`src/rtl/imem_loader.sv`:
```
// imem_loader: boot-time program loader for the instruction memory.
//
// Accepts a byte stream on a valid/ready handshake. It packs every four bytes
// into a little-endian 32-bit word and writes each word to consecutive word
// addresses starting at BASE_ADDR. The CPU is held (cpu_hold=1) until the
// requested number of words has been written.
//
// Ports
//   CLK        clock, all state changes on the rising edge
//   RST        asynchronous reset, active low
//   start      load request pulse, sampled only in IDLE or DONE
//   num_words  number of words to load, captured when start is accepted
//   in_valid   byte stream valid
//   in_data    byte stream data
//   in_ready   loader takes a byte this cycle when in_valid is also high
//   mem_we     instruction memory write enable, one pulse per word
//   mem_addr   byte address of the write (BASE_ADDR + 4*index)
//   mem_wd     assembled write data, held between writes
//   cpu_hold   1 = keep the CPU stalled
//   done       load completed
//   err        last start was rejected (num_words > DEPTH_WORDS)
module imem_loader #(
  parameter logic [31:0] BASE_ADDR   = 32'h0,
  parameter int          DEPTH_WORDS = 256,
  parameter int          CNT_W       = 16
) (
  input  logic             CLK,
  input  logic             RST,
  input  logic             start,
  input  logic [CNT_W-1:0] num_words,
  input  logic             in_valid,
  input  logic [7:0]       in_data,
  output logic             in_ready,
  output logic             mem_we,
  output logic [31:0]      mem_addr,
  output logic [31:0]      mem_wd,
  output logic             cpu_hold,
  output logic             done,
  output logic             err
);

  typedef enum logic [1:0] {
    S_IDLE,
    S_RECV,
    S_WRITE,
    S_DONE
  } state_t;

  state_t           state;
  logic [1:0]       byte_cnt;
  logic [CNT_W-1:0] word_idx;
  logic [CNT_W-1:0] word_total;
  logic [23:0]      word_buf;

  logic             armed;
  logic             start_zero;
  logic             start_big;
  logic             accept_load;
  logic             hs;
  logic [CNT_W:0]   next_idx;
  logic [31:0]      word_off;

  // One extra bit so the count comparison is exact for any CNT_W up to 32.
  assign armed       = start && ((state == S_IDLE) || (state == S_DONE));
  assign start_zero  = (num_words == '0);
  assign start_big   = (33'(num_words) > 33'(DEPTH_WORDS));
  assign accept_load = armed && !start_big && !start_zero;
  assign hs          = (state == S_RECV) && in_valid && in_ready;
  assign next_idx    = {1'b0, word_idx} + (CNT_W+1)'(1);
  assign word_off    = 32'(word_idx) << 2;

  // Control state and registered outputs.
  always_ff @(posedge CLK or negedge RST) begin
    if (!RST) begin
      state    <= S_IDLE;
      byte_cnt <= 2'd0;
      word_idx <= '0;
      in_ready <= 1'b0;
      mem_we   <= 1'b0;
      mem_addr <= BASE_ADDR;
      mem_wd   <= 32'h0;
      cpu_hold <= 1'b1;
      done     <= 1'b0;
      err      <= 1'b0;
    end else begin
      case (state)
        S_IDLE, S_DONE: begin
          if (armed) begin
            if (start_big) begin
              // Rejected: remain in the current state, only flag the error.
              err <= 1'b1;
            end else if (start_zero) begin
              state    <= S_DONE;
              done     <= 1'b1;
              cpu_hold <= 1'b0;
              err      <= 1'b0;
            end else begin
              state    <= S_RECV;
              word_idx <= '0;
              byte_cnt <= 2'd0;
              err      <= 1'b0;
              done     <= 1'b0;
              cpu_hold <= 1'b1;
              in_ready <= 1'b1;
            end
          end
        end

        S_RECV: begin
          if (hs) begin
            byte_cnt <= byte_cnt + 2'd1;
            if (byte_cnt == 2'd3) begin
              // Fourth byte completes the word; present it for one write cycle.
              mem_wd   <= {in_data, word_buf};
              mem_addr <= BASE_ADDR + word_off;
              mem_we   <= 1'b1;
              in_ready <= 1'b0;
              state    <= S_WRITE;
            end
          end
        end

        S_WRITE: begin
          mem_we   <= 1'b0;
          word_idx <= next_idx[CNT_W-1:0];
          if (next_idx == {1'b0, word_total}) begin
            state    <= S_DONE;
            done     <= 1'b1;
            cpu_hold <= 1'b0;
          end else begin
            state    <= S_RECV;
            in_ready <= 1'b1;
          end
        end

        default: begin
          state    <= S_IDLE;
          in_ready <= 1'b0;
          mem_we   <= 1'b0;
        end
      endcase
    end
  end

  // Datapath holding registers. They are not reset: a reset mid-load drops
  // byte_cnt, so any stale partial bytes are overwritten before use.
  always_ff @(posedge CLK) begin
    if (accept_load) begin
      word_total <= num_words;
    end
    if (hs) begin
      case (byte_cnt)
        2'd0:    word_buf[7:0]   <= in_data;
        2'd1:    word_buf[15:8]  <= in_data;
        2'd2:    word_buf[23:16] <= in_data;
        default: ;
      endcase
    end
  end

endmodule

```
`config.mk`:
```
export PLATFORM = sky130hd
export DESIGN_NAME = imem_loader
export DESIGN_NICKNAME = d
export VERILOG_FILES = /design/src/rtl/imem_loader.sv
export SDC_FILE = /design/constraint.sdc
export NUM_CORES = 1
export LEC_CHECK = 0
export CORE_UTILIZATION = 50
export DETAILED_ROUTE_END_ITERATION = 7
export GPL_TIMING_DRIVEN = 0
export PLACE_DENSITY = 0.83
export SLEW_MARGIN = 20
export SYNTH_ARGS = -nofsm -noshare
export SYNTH_HDL_FRONTEND = slang
export SYNTH_SLANG_ARGS = --single-unit
```
`constraint.sdc`:
```
create_clock -name CLK -period 2.9 [get_ports CLK]
set_clock_uncertainty 0.15 [all_clocks]
set_input_delay 0.58 -clock CLK [delete_from_list [all_inputs] [get_ports CLK]]
set_output_delay 0.58 -clock CLK [all_outputs]
set_load 0.03 [all_outputs]
```
After elaboration in Yosys (flattened, before gate mapping)
Cells that the tools add are included.
Widths: inputs -> output; s select.
Storage, ports and cells
  register bits after elaboration: 113
  latch bits: 0
  bits in writable memories: 0
  bits in read-only memories: 0
  input bits: 28
  output and inout bits: 69
  logic and storage cells: 94
  memories kept: 0
Cells by class
  $add $sub $neg: 2
  $mul: 0
  div/mod/pow operators: 0
  magnitude comparators: 1
  equal/unequal tests: 14
  shifts and indexed selects: 0
  multiplexer cells: 37
  bitwise logic cells: 0
  reductions and logical operators: 26
Operators with widths (count)
  $mux 16: 3
  $pmux 16 s2: 1
  $mux 2: 10
  $add 16x1->17 const B: 1
  $eq 17x16->1: 1
  $mux 1: 17
  $gt 16x9->1 const B: 1
  $logic_not 16->1: 1
  $ne 2x2->1 const B: 6
  $reduce_and 4->1: 3
  $eq 2x2->1 const B: 4
  $reduce_and 2->1: 4
  $pmux 1 s2: 3
  $pmux 2 s3: 1
  $reduce_and 3->1: 2
  $reduce_and 6->1: 1
  $reduce_bool 2->1: 3
  $logic_and 1x1->1: 5
  $reduce_and 5->1: 1
  $eq 2x1->1 const B: 2
  $logic_not 2->1: 2
  $pmux 2 s2: 1
  $pmux 1 s3: 1
  $add 2x1->2 const B: 1
  other kinds (4): 5

Longest topological paths before layout
  depth in word-level cells: 5
  depth in mapped cells: 9

Worst setup path before layout
No wires, ideal clock.
  path type: input -> register
  start point: input num_words[5]
  end point: register word_idx[7]
  setup time: 0.125 ns
  arrival: 2.386 ns
  data required time: 2.625 ns
  slack: 0.239 ns
  cell stages on the path: 8
  buffers on the path: 0
  cell sequence: or4_4 o21a_4 nor3_2 nand2_2 clkinv_2 a21o_4 o21ai_1 mux2_2
On the way
  cells in the longest elaborated chain, start to end: 3
RTL lines
  from (decl): line 30  | input logic [CNT_W-1:0] num_words,
  $gt 16x9->1 / $logic_not 16->1 (equally long branches): line 66, 65
  $ne 2x2->1 (no line)
  $reduce_and 4->1 (no line) *
  to (signal assigned): line 125  | word_idx <= next_idx[CNT_W-1:0];
  to (decl): line 51  | logic [CNT_W-1:0] word_idx;
Mark *: on every way between the ends. The rest lies on a longest branch, timed or not.
A chain may end at the register's enable or synchronous reset.

Worst setup path after layout
  start point: input num_words[4]
  end point: register word_idx[7]
The elaborated chain is that of the path after synthesis.

==> flow_summary.yaml <==
global_routing:
  grt_usage_pct: 23.8
  grt_max_degree: 55
  grt_pass1_vias: 3688
  antenna_found_initial: 0
  grt_first_pass_wirelength_mm: 19.6
  grt_overflow: 0
timing:
  fin_crit_ps: 2800
  rsz0062_at_grt: "no"
  setup_viol: 0
  whs_ps: 327
  post-route-period-util_pct: 96.7
  worst_pin_slew_ps: 704
  finalSetupTns_ps: 0
  finalHoldViolations: 0
  slew_viol_final: 0
  slew_headroom_pct: 53.1
  setup_slack_ps: 95.9
  clock.fmax_ghz: 0.357
clocking:
  cts-root-buf: "clkbuf_8"
  cts_tree: "done"
  clock_latency_ps: 520
  ctsLongestPathBuffers: 2
  htreeDepth: 4
  cts.sinks: 113
  postCtsSetupBuffers: 0
  cts.reportedPaths.clkPinSlew_ps: 50
  numCtsBuffers: 17
power:
  power.share.clock_pct: 34.1
  p_sw_mw: 2.04
  p_int_mw: 4.08
  seq_power_share_pct: 34.3
  power.density_mw_per_mm2: 887
  switching_share_pct: 33.3
  p_comb_share_pct: 31.6
  vdd_drop_max_mv: 0.633
  leakage_nw: 2.94
synthesis:
  syn_avg_cell_area_sq_um: 12.8
  netlist_instances: 404
  syn-cell-area_sq_mm: 0.00519
  synthXorXnorAreaFrac_pct: 3.71
  yosys.area_share.simple_pct: 10.8
  synth.distinct_cells: 63
  synthMuxAreaShare_pct: 10.6
  synth_top_family_by_area: "simple AND/OR/NAND/NOR gates"
  yosysWarnings: 0
  synth_edf_count: 40
  synthFlopType: "dfrtp_1"
  synth_compound_area_share_pct: 9.45
  ys_async_sr_fraction_pct: 64.6
  yosysSeqAreaShare_pct: 58.4
  synthAdderAreaFrac_pct: 1.93
  ys_seq_elements: 113
place:
  dp.final_hpwl_mm: 8.05
  pre_cts_slack_ps: -754
  routabilityCongestion: 0.914
  dp.cells: 633
  port_buffers: 80
  placed_area_sq_mm: 0.00624
setup_path:
  crit_type: "input pin to flip-flop"
  cp.required_ps: 3140
  cp.arrival_ps: 3050
  crit_path_end_kind: "flip-flop"
  start_kind: "input pin"
  path_max_fanout: 18
worst_hold_path:
  min_path_type: "flip-flop to flip-flop"
floorplanning:
  die_w_um: 104
  rows: 36
  ios: 97
  start_util_pct: 52.4
  die-area_sq_mm: 0.0108
  coreArea_sq_mm: 0.00991
  die_y_um: 104
detailed_routing:
  drt-pass1-iter-count: 6
  num_vias: 3690
  viasPerCell: 5.54
  wl_mm: 12.0
  drtAntennaViolNets: 0
  wl_per_cell_um: 18.1
  drtIter0Drc: 277
  drc: 0
finish:
  final_area_sq_mm: 0.00690
  final_common_cell: "clkdlybuf4s50_1"
  final_cell_mix: "clkdlybuf4s50_1 (79), dfrtp_1 (72), mux2_2 (47)"
  n_antenna_cell: 0
  final_cells: 666
  area_growth_pct: 32.9
  layout-drive-gt1-share_pct: 23.8
  nets: 556
outcome:
  status: "finished clean"
run:
  maxCapViolCount: 0
==> logic make-up after synthesis <==
group / count (synthesis)
AOI/OAI and AO/OA: 72
xor gates and xnor gates: 22
adders and majority gates: 8
buffers and inverters: 47
DFF: 113
muxes: 49
other: 1
and+or+nand+nor: 92
==> Yosys cell counts (7+ instances only) <==
cell	number	area, sq um
nor2_1	13	48.8
mux2_2	47	529
ha_1	8	100
nand3_1	14	70.1
edfxtp_1	40	1200
buf_4	17	128
o21ai_0	20	100
xnor2_1	10	87.6
xor2_1	12	105
clkbuf_1	9	33.8
inv_1	8	30.0
dfrtp_1	72	1800
and3_1	7	43.8
nand2_1	17	63.8
a21oi_1	17	85.1
==> registers in the layout (all words and copies together), names as in the netlist <==
register    cells
byte_cnt        2
cpu_hold        1
done            1
err             1
in_ready        1
mem_addr       16
mem_wd         32
mem_we          1
state           2
word_buf       24
word_idx       16
word_total     16
==> worst paths after layout <==
check                      depth (start not counted)                       to  slack [ps]                    start
setup / recovery                                   9  word_idx[7]$_DFFE_PN0P_         100             num_words[4]
hold / removal                                     1    mem_wd[1]$_DFFE_PN0P_         330    word_buf[1]$_DFFE_PP_
setup reg to reg                                   8     in_ready$_DFFE_PN0P_         230  word_idx[1]$_DFFE_PN0P_
hold reg to reg                                    1    mem_wd[1]$_DFFE_PN0P_         330    word_buf[1]$_DFFE_PP_
max in group asynchronous                          3  word_idx[7]$_DFFE_PN0P_        1690                      RST
min in group asynchronous                          2     state[1]$_DFFE_PN0P_         350                      RST
==> cell type report <==
cell class | instances | area (sq um)
well taps | 133 | 166
flip-flops and latches | 113 | 3030
multi-input cells | 259 | 2000
clock inverters | 12 | 156
clock buffers | 20 | 445
repair buffers | 82 | 836
inverters | 9 | 36.3
plain buffers | 38 | 229
fillers | 688 | 3010
==> what timing repair did <==
item,in CTS,in global routing
endpoints found under the hold margin,18,0
hold buffers,1,0
gates resized for setup,2,6
setup endpoints to repair,8,12
==> critical path, cell delays in order <==
cell             delay [ps]
clkdlybuf4s50_1         450
or4_4                   570
o21a_4                  270
nor3_4                  240
nand2_2                 160
inv_4                   250
a21o_4                  180
o21ai_1                  80
mux2_2                  270
==> per-stage QoR <==
step,power [mW],util (%)
2_1_floorplan,3.28,-
3_3_place_gp,3.92,62.7
6_report,6.12,69.6
3_5_place_dp,4.00,63.0
4_1_cts,6.12,69.2
5_1_grt,6.38,69.6
==> layer usage <==
metal | global-route usage, % | wire (um)
met5 | 0 | 0
met4 | 10.3 | 262
met3 | 5.89 | 795
met2 | 38.6 | 6020
met1 | 30.5 | 4960
==> power groups by stage <==
| stage | clock network, mW | logic, mW | registers, mW |
|---|---|---|---|
| 2_1_floorplan | 0 | 0.791 | 2.49 |
| 3_3_place_gp | 0 | 1.82 | 2.10 |
| 3_5_place_dp | 0 | 1.88 | 2.12 |
| 4_1_cts | 2.11 | 1.91 | 2.10 |
| 5_1_grt | 2.19 | 2.06 | 2.13 |
| 6_report | 2.09 | 1.93 | 2.10 |
Note: power is estimated with default switching activity, not from simulation.
